<file path="config.mk">
export PLATFORM = sky130hd
export DESIGN_NAME = sr_ctrl
export DESIGN_NICKNAME = d
export VERILOG_FILES = /design/src/rtl/sr_ctrl.sv
export SDC_FILE = /design/constraint.sdc
export NUM_CORES = 1
export LEC_CHECK = 0
export CAP_MARGIN = 40
export CORE_ASPECT_RATIO = 0.8
export CORE_UTILIZATION = 32
export DETAILED_ROUTE_END_ITERATION = 8
export GPL_TIMING_DRIVEN = 0
export MAX_ROUTING_LAYER = met4
export PLACE_DENSITY = 0.81
export RECOVER_POWER = 50
export SLEW_MARGIN = 20
export SYNTH_ARGS = -nofsm -noshare
export SYNTH_HDL_FRONTEND = slang
export SYNTH_SLANG_ARGS = --single-unit
</file>
<file path="constraint.sdc">
create_clock -name clk -period 1.9 [get_ports clk]
set_input_delay 0.57 -clock clk [delete_from_list [all_inputs] [get_ports clk]]
set_output_delay 0.57 -clock clk [all_outputs]
set_load 0.01 [all_outputs]
</file>
<file path="src/rtl/sr_ctrl.sv">
// Status register (R2) controller: flag merge, explicit writes, and the
// interrupt-entry push/clear and RETI pop sequencing against the stack unit.
module sr_ctrl #(
    parameter logic [15:0] RESET_SR      = 16'h0000,
    parameter logic [15:0] IRQ_KEEP_MASK = 16'h0040
) (
    input  logic        clk,
    input  logic        rst,
    input  logic        flag_upd,
    input  logic [3:0]  flag_mask,
    input  logic [3:0]  cvnz_in,
    input  logic        sr_wr_en,
    input  logic [15:0] sr_wr_data,
    input  logic        irq_req,
    input  logic        reti,
    input  logic        push_ready,
    input  logic        pop_valid,
    input  logic [15:0] pop_data,
    output logic [15:0] sr_q,
    output logic        MSR,
    output logic        push_valid,
    output logic [15:0] push_data,
    output logic        pop_req,
    output logic        irq_ack,
    output logic        busy
);

    localparam logic [1:0] S_IDLE = 2'd0;
    localparam logic [1:0] S_PUSH = 2'd1;
    localparam logic [1:0] S_CLR  = 2'd2;
    localparam logic [1:0] S_POP  = 2'd3;

    localparam logic [15:0] SR_IMPL_MASK = 16'h01FF;

    logic [1:0]  r_state;
    logic [1:0]  w_state_nxt;
    logic [15:0] r_sr;
    logic        w_idle;

    // flag_mask / cvnz_in order is {V,N,Z,C}; V lives at SR bit 8, the rest at 2:0.
    function automatic logic [15:0] merge_flags(input logic [15:0] sr,
                                                input logic [3:0]  mask,
                                                input logic [3:0]  cvnz);
        logic [15:0] res;
        res = sr;
        if (mask[0]) res[0] = cvnz[0];
        if (mask[1]) res[1] = cvnz[1];
        if (mask[2]) res[2] = cvnz[2];
        if (mask[3]) res[8] = cvnz[3];
        return res & SR_IMPL_MASK;
    endfunction

    assign w_idle = (r_state == S_IDLE);

    always_comb begin
        w_state_nxt = r_state;
        case (r_state)
            S_IDLE: begin
                if (reti)                  w_state_nxt = S_POP;
                else if (irq_req && r_sr[3]) w_state_nxt = S_PUSH;
            end
            S_PUSH:  if (push_ready) w_state_nxt = S_CLR;
            S_CLR:   w_state_nxt = S_IDLE;
            S_POP:   if (pop_valid)  w_state_nxt = S_IDLE;
            default: w_state_nxt = S_IDLE;
        endcase
    end

    always_ff @(posedge clk or posedge rst) begin
        if (rst) r_state <= S_IDLE;
        else     r_state <= w_state_nxt;
    end

    // Writes in IDLE land even on the edge that leaves IDLE.
    always_ff @(posedge clk or posedge rst) begin
        if (rst) begin
            r_sr <= RESET_SR;
        end else begin
            case (r_state)
                S_IDLE: begin
                    if (sr_wr_en)      r_sr <= sr_wr_data & SR_IMPL_MASK;
                    else if (flag_upd) r_sr <= merge_flags(r_sr, flag_mask, cvnz_in);
                end
                S_CLR:   r_sr <= r_sr & IRQ_KEEP_MASK & SR_IMPL_MASK;
                S_POP:   if (pop_valid) r_sr <= pop_data & SR_IMPL_MASK;
                default: r_sr <= r_sr;
            endcase
        end
    end

    assign sr_q       = r_sr;
    assign MSR        = flag_upd & ~sr_wr_en & w_idle;
    assign push_valid = (r_state == S_PUSH);
    assign push_data  = r_sr;
    assign pop_req    = (r_state == S_POP);
    assign irq_ack    = (r_state == S_CLR);
    assign busy       = ~w_idle;

endmodule

</file>
==> Word level (Yosys, flattened, before mapping) <==
Index checks and enable logic that the tools add are counted.
{ "op_classes": {"n_eq_ne": 12, "muxes": 13, "bitwise": 5, "n_reduce_logical": 12} }
{ "op_table": {"columns": ["op", "count"], "rows": [
  ["16-bit two-way mux", 3],
  ["16-bit case mux with 3 select lines", 1],
  ["4-bit AND reduction", 5],
  ["3-bit != test (second input constant)", 5],
  ["3-bit AND reduction", 3],
  ["2-bit two-way mux", 4],
  ["2-bit case mux with 4 select lines", 1],
  ["2-bit != test (second input constant)", 3],
  ["2-bit == test (second input constant)", 2],
  ["1-bit two-way mux", 4],
  ["3-bit by 2-bit != test with 1-bit output (second input constant)", 1],
  ["1-bit inverter", 3],
  ["3-bit nonzero test", 1],
  ["1-bit AND", 2],
  ["2-bit by 1-bit == test with 1-bit output (second input constant)", 1],
  ["2-bit zero test", 1],
  ["2-bit nonzero test", 1],
  ["1-bit logical AND", 1]
]} }
{ "word_totals": {"reg_bits": 18, "input_bits": 48} }

==> Longest topological paths before layout <==
Gate-level depths: netlist of run 1.
{ "depth": {"word_depth": 4, "ltp_mapped": 5, "depth_no_buf": 5} }

==> Least setup slack after synthesis of run 1 <==
No wires, ideal clock.
{ "synth_timing": {"path_type": "reg2out", "startpoint": "register r_state[1]", "endpoint": "output MSR", "t_arrival_ns": 1.149, "required_time_ns": 1.330, "path_slack_ns": 0.181, "stages_incl_launch_ff": 5, "n_path_buf": 0, "cell_sequence": "dfrtp_1 -> inv_1 -> ha_1 -> nor2b_1 -> and2_1"} }
{ "synth_via": {"elab_chain_cells": 2} }
{ "synth_rtl": {"columns": ["element", "line_no", "source"], "rows": [
  ["from (decl)", "35", "logic [1:0] r_state;"],
  ["from (signal assigned)", "71", "else r_state <= w_state_nxt;"],
  ["2-bit zero test", "53", "assign w_idle = (r_state == S_IDLE);"],
  ["1-bit AND", "92", "assign MSR = flag_upd & ~sr_wr_en & w_idle;"],
  ["to (decl)", "20", "output logic MSR,"]
]} }
Every way passes these cells.

==> Worst setup path after layout of run 1 <==
{ "layout_timing": {"startpoint": "register r_state[0]", "endpoint": "output MSR"} }
Same word-level chain as after synthesis.

==> reports/results.ini, run 1 <==
[status]
outcome = finished, violations left
violations = negative setup slack

[yosys]
ys_seq_elements = 11
ys_types = 30
synth_area_um2 = 991
ys_seq_area_share_pct = 27.8
netlist_instances = 103
yosysWarnings = 0
avgSynthCellArea_um2 = 9.62

[route]
wirelength_um = 2890
antenna_left = 0
avgViaCountPerCell = 4.60
route.met3.wl_um = 200
wl_met1_um = 1270
drc = 0
top_layer = met4
firstDrtPassIters = 4
num_vias = 1002
wl_met2_um = 1390
wl_per_cell_um = 13.3
drt-initial-drc-count = 63

[floorplan]
fp.dieW_um = 64.2
die_y_um = 51.8
core-area_um2 = 2850
dieArea_um2 = 3320
start_util_pct = 34.8
io_pins = 85
num_rows = 17

[placement]
place_area_um2 = 1650
dp_hpwl_um = 2210
port-buffer-count = 56
place.gp.congestion = 0.843

[clock_tree]
clk_path_buf_depth = 2
clk_pin_slew_ns = 0.06
cts_max_level = 1
cts_buffers = 3
clock_latency_ns = 0.25
cts_root_buf = clkbuf_8
cts_tree = yes
cts_num_sinks = 11

[final_layout]
layout.nets = 234
final_area_um2 = 1810
n_antenna_cell = 0
area_growth_pct = 82.8
layout-drive-gt1-share_pct = 30.6
final_util_pct = 63.6

[setup_path]
critPathCaptureType = primary output
critPathLaunchType = flip-flop
cpPeakStageDelay_ns = 0.44
cp.required_ns = 1.33
cpMaxStageDelayCell = dfrtp_2
cp_max_fo = 5
crit_chain = inv_4 > ha_4 > nor2b_4 > and2_1 > buf_2
cp.arrival_ns = 1.37
critPathKind = reg2out

[power]
ir_drop_uv = 482
power_density_nw_per_um2 = 1310
p_leak_nw = 0.835

[sta]
worst_slew_pin_slew_ns = 0.578
relSlewSlack_pct = 61.2
fin_skew_ns = 0.0106
drv_slew = 0
clock.fmax_mhz = 514
finalCriticalPeriod_ns = 1.94
hold_ws_ns = 0.510
worst_slack_ns = -0.0438
hold_viol_final = 0
fin_crit_sh_pct = 102
setup_violations = 2
rsz0062_at_grt = yes

[global_route]
grt_pass1_wl_um = 4570
grtUsageTotal_pct = 18.8
overflow = 0
antenna_found_initial = 0
grt_max_degree = 12
grt_pass1_vias = 1012

[hold_path]
worstHoldPathType = reg2reg

[flow_run]
drv_cap = 0

Yosys cell counts:
library cell  count  area share [%]
buf_2             1            0.50
nor4_1            4             2.5
nor3b_2           2             2.5
ha_1              5             6.3
dfrtp_1          11              28
buf_6             1             1.1
mux2i_1           4             4.0
nor3_1            3             1.5
nor3_4            1             1.6
nor3b_1           4             3.0
a21oi_1           3             1.5
buf_4            24              18
o41ai_1           1            0.88
nor2b_4           1             1.4
nor2b_1           3             1.9
a32o_1            1             1.0
inv_1             4             1.5
conb_1            1            0.38
mux2_2            4             4.5
or3_1             1            0.63
or2_2             1            0.63
and2_1            1            0.63
nand2_1           5             1.9
mux2_1            4             4.5
a221o_1           1             1.0
a22oi_1           1            0.76
o31ai_1           1            0.76
o21ai_0           4             2.0
a22o_1            4             3.5
nand2b_1          2             1.3
cell families after synthesis:
logic type / synth area share [%]
AOI/OAI and AO/OA: 11.5
adders and majority gates: 6.31
buffers and inverters: 21.3
DFF: 27.8
muxes: 13.1
other: 0.378
and+or+nand+nor: 19.6
cell type report:
class	count	area, µm²
Fill cell	247	1040
Multi-Input combinational cell	75	632
Timing Repair Buffer	60	597
Sequential cell	11	277
Buffer	26	196
Tap cell	38	47.5
Clock buffer	4	45.0
Inverter	4	17.5
report_power, final:
| group | switching (W) | internal (W) |
|---|---|---|
| clock network | 0.0000962 | 0.000148 |
| logic | 0.000708 | 0.000985 |
| registers | 0.0000859 | 0.000344 |
what timing repair did:
action,4_1_cts,5_1_grt
hold buffers,0,0
endpoints found under the setup margin,8,10
pin swaps,2,1
setup buffers,2,2
gates resized for setup,17,12
registers in the layout (all words and copies together), names as in the netlist:
register   flops
r_state        2
push_data      9
metal layers:
metal,track usage [%],up-vias
met4,6.30,0
met2,34.0,43
li1,-,483
met5,-,-
met1,20.0,471
met3,5.26,5
final timing paths:
check	from	to	slack, ns	cells past startpoint
min	push_data[8]	push_data[8]	0.51	1
max in group asynchronous	rst	r_state[0]	0.82	2
max	r_state[0]	MSR	-0.04	5
min in group asynchronous	rst	push_data[0]	0.75	2
min reg2reg	push_data[8]	push_data[8]	0.51	1
max reg2reg	r_state[1]	push_data[8]	0.07	5
stage by stage:
stage	instances	setup TNS [ns]	power [W]	worst slack, ns
floorplan	116	0	0.00129	0.181
global placement	210	-2.25	0.00187	-0.629
detailed placement	210	-2.66	0.00191	-0.668
CTS	216	-0.239	0.00221	-0.221
global route	218	-0.309	0.00253	-0.0789
finish	218	-0.0533	0.00237	-0.0438
layout by cell type (no fill, tap or decap), drive strengths merged, types with 2 or more instances in the layout:
master / count
dlygate4sd2: 3
nor2b: 4
nand2b: 2
o21ai: 4
dlygate4sd3: 8
conb: 14
buf: 31
nor3: 4
a22o: 4
nor4: 4
clkdlybuf4s50: 41
nor3b: 6
clkbuf: 4
nand2: 5
a21oi: 3
mux2i: 4
mux2: 8
ha: 5
dfrtp: 11
inv: 4
worst max-delay path: cells and delay by family (launching register included):
kind,cells,cell delay [ns]
and+or+nand+nor,2,0.26
DFF,1,0.44
buffers and inverters,2,0.25
adders and majority gates,1,0.17
Note: power is estimated with default switching activity, not from simulation.
==> inputs of run 2 (changes only) <==
--- a/config.mk
+++ b/config.mk
@@ -7,6 +7,7 @@
 export LEC_CHECK = 0
 export CAP_MARGIN = 40
 export CORE_ASPECT_RATIO = 0.8
+export CORE_MARGIN = 3
 export CORE_UTILIZATION = 32
 export DETAILED_ROUTE_END_ITERATION = 8
 export GPL_TIMING_DRIVEN = 0
==> run 2 against run 1 <==
  * The run still ends with negative setup slack left
  * Maximum frequency up 1.5%
  * Final cell count up 1.8%
  * Worst hold slack better by 0.011 ns
  * Sequential power up 3%
  * Die area up 14%
==> reports/results.ini, run 2 (same netlist as run 1, synthesis figures left out) <==
[status]
outcome = finished, violations left
violations = negative setup slack

[final_layout]
fin_cells = 222  ; +1.8%
final_cell_mix = clkdlybuf4s50_1 (47), buf_4 (32), conb_1 (14)
area_growth_pct = 82.7  ; about the same
largest_reg_flops = 9  ; unchanged
final_common_cell = clkdlybuf4s50_1
layout.nets = 238  ; +1.7%
layout-drive-gt1-share_pct = 31.5  ; +0.97 points
n_antenna_cell = 0  ; unchanged
fillers = 233  ; -5.7%
final_util_pct = 63.5  ; about the same

[setup_path]
crit_family = flip-flops
cp_num_buf_inv = 2  ; unchanged
critPathKind = reg2out
crit_start = r_state[0]
crit_chain = inv_2 > ha_4 > nor2b_4 > and2_4 > buf_6
cp.required_ns = 1.33  ; about the same
cp_max_fo = 4  ; -1
reg2reg_from = r_state[1]
path_depth = 5  ; unchanged
cpPeakStageDelay_ns = 0.44  ; about the same
critPathLaunchType = flip-flop
cpMaxStageDelayCell = dfrtp_1
ff2ff_path_depth = 6  ; +1
cp.arrival_ns = 1.34  ; -0.03 ns
critPathCaptureType = primary output

[clock_tree]
cts_num_sinks = 11  ; unchanged
cts_root_buf = clkbuf_8
clk_pin_slew_ns = 0.05  ; about the same
cts_buffers = 3  ; unchanged
clock_latency_ns = 0.24  ; about the same
cts_max_level = 1  ; unchanged
clk_path_buf_depth = 2  ; unchanged
cts_tree = yes

[placement]
port-buffer-count = 56  ; unchanged
dpl.cell_count = 210  ; unchanged
dp_hpwl_um = 2270  ; +2.4%
place.gp.congestion = 0.787  ; -6.7%
pre_cts_slack_ns = -0.642  ; +0.0259 ns

[route]
drc = 0  ; unchanged
num_vias = 1024  ; +2.2%
wl_per_cell_um = 13.7  ; +3.3%
antenna_left = 0  ; unchanged
firstDrtPassIters = 4  ; unchanged
drt-initial-drc-count = 42  ; -33%
avgViaCountPerCell = 4.61  ; +0.35%
wirelength_um = 3040  ; +5.2%

[sta]
worst_slack_ns = -0.0148  ; +0.0289 ns
fin_skew_ns = 0.00636  ; -0.00421 ns
worst_slew_pin_slew_ns = 0.497  ; -0.0815 ns
fin_crit_sh_pct = 101  ; -1.5 points
finalCriticalPeriod_ns = 1.91  ; -0.0289 ns
drv_slew = 0  ; unchanged
relSlewSlack_pct = 66.6  ; +5.5 points
setup_violations = 3  ; +1
hold_viol_final = 0  ; unchanged
clock.fmax_mhz = 522  ; +1.5%
rsz0062_at_grt = yes

[hold_path]
min_path_cells = 1  ; unchanged
hp-start = push_data[2]
worstHoldPathType = reg2reg

[floorplan]
fp.dieW_um = 68.2  ; +6.2%
die_y_um = 55.8  ; +7.7%
dieArea_um2 = 3800  ; +14%
io_pins = 85  ; unchanged
num_rows = 17  ; unchanged
core-area_um2 = 2850  ; unchanged
start_util_pct = 34.8  ; unchanged

[power]
p_leak_nw = 0.849  ; +1.8%
switching_share_pct = 37.4  ; -0.23 points
ir_drop_uv = 826  ; +71%
seq_power_share_pct = 18.6  ; +0.4 points
internal_power_w = 0.00149  ; +1.1%
power_frac_comb_pct = 71.6  ; about the same
power_switching_w = 0.000892  ; +0.17%
power_density_nw_per_um2 = 1320  ; +0.84%
clockPowerShare_pct = 9.9  ; -0.4 points

[global_route]
grtUsageTotal_pct = 16.8  ; -2.0 points
antenna_found_initial = 0  ; unchanged
overflow = 0  ; unchanged
grt_pass1_wl_um = 4770  ; +4.4%
grt_max_degree = 12  ; unchanged
grt_pass1_vias = 1025  ; +1.3%

[flow_run]
drv_cap = 0  ; unchanged

[run 2: metrics by stage]
stage / hold slack, ns / TNS, ns / total power [W] / area (µm²)
2_1_floorplan: 0.422 / 0 / 0.00129 / 1040
3_3_place_gp: 0.510 / -2.32 / 0.00187 / 1650
3_5_place_dp: 0.514 / -2.67 / 0.00192 / 1650
4_1_cts: 0.526 / -0.378 / 0.00222 / 1730
5_1_grt: 0.549 / -0.233 / 0.00256 / 1810
6_report: 0.521 / -0.0270 / 0.00239 / 1810
[run 2: cell type report]
cell class / instances / area (µm²) / area share (%)
repair buffers: 64 / 618 / 34.1
multi-input cells: 75 / 609 / 33.7
flip-flops and latches: 11 / 277 / 15.3
plain buffers: 26 / 196 / 10.8
well taps: 38 / 47.5 / 2.63
clock buffers: 4 / 45.0 / 2.49
inverters: 4 / 17.5 / 0.968
[run 2: timing repair]
| action | CTS | global route |
|---|---|---|
| buffers inserted | 1 | 7 |
| hold buffers | 0 | 0 |
| endpoints found under the setup margin | 9 | 9 |
| pin swaps | 0 | 1 |
| gates resized for setup | 16 | 13 |
| endpoints found under the hold margin | 0 | 0 |
[run 2: final timing paths]
path | end | slack, ns
min in group asynchronous | push_data[8] | 0.77
worst max register to register | push_data[1] | 0
worst max-delay path | MSR | -0.01
worst min register to register | push_data[2] | 0.52
worst min-delay path | push_data[2] | 0.52
max in group asynchronous | r_state[1] | 0.80
[run 2: power groups by stage]
stage          registers (W)  clock network, W  logic, W
2_1_floorplan       0.000451                 0  0.000839
3_5_place_dp        0.000431                 0   0.00148
4_1_cts             0.000433          0.000244   0.00154
5_1_grt             0.000461          0.000249   0.00185
3_3_place_gp        0.000425                 0   0.00145
6_report            0.000443          0.000235   0.00171
[run 2: layer usage]
metal | share of wire (%) | GRT usage [%] | wire (µm)
met1 | 39 | 20.2 | 1200
met4 | 0.33 | 2.55 | 10
met5 | 0 | - | 0
met2 | 52 | 28.3 | 1580
met3 | 8.5 | 4.24 | 260
==> inputs of run 3 (changes only) <==
--- a/config.mk
+++ b/config.mk
@@ -7,7 +7,6 @@
 export LEC_CHECK = 0
 export CAP_MARGIN = 40
 export CORE_ASPECT_RATIO = 0.8
-export CORE_MARGIN = 3
 export CORE_UTILIZATION = 32
 export DETAILED_ROUTE_END_ITERATION = 8
 export GPL_TIMING_DRIVEN = 0
==> results of run 3 <==
Same layout as run 1: the final DEF is identical, and so are final timing and power.
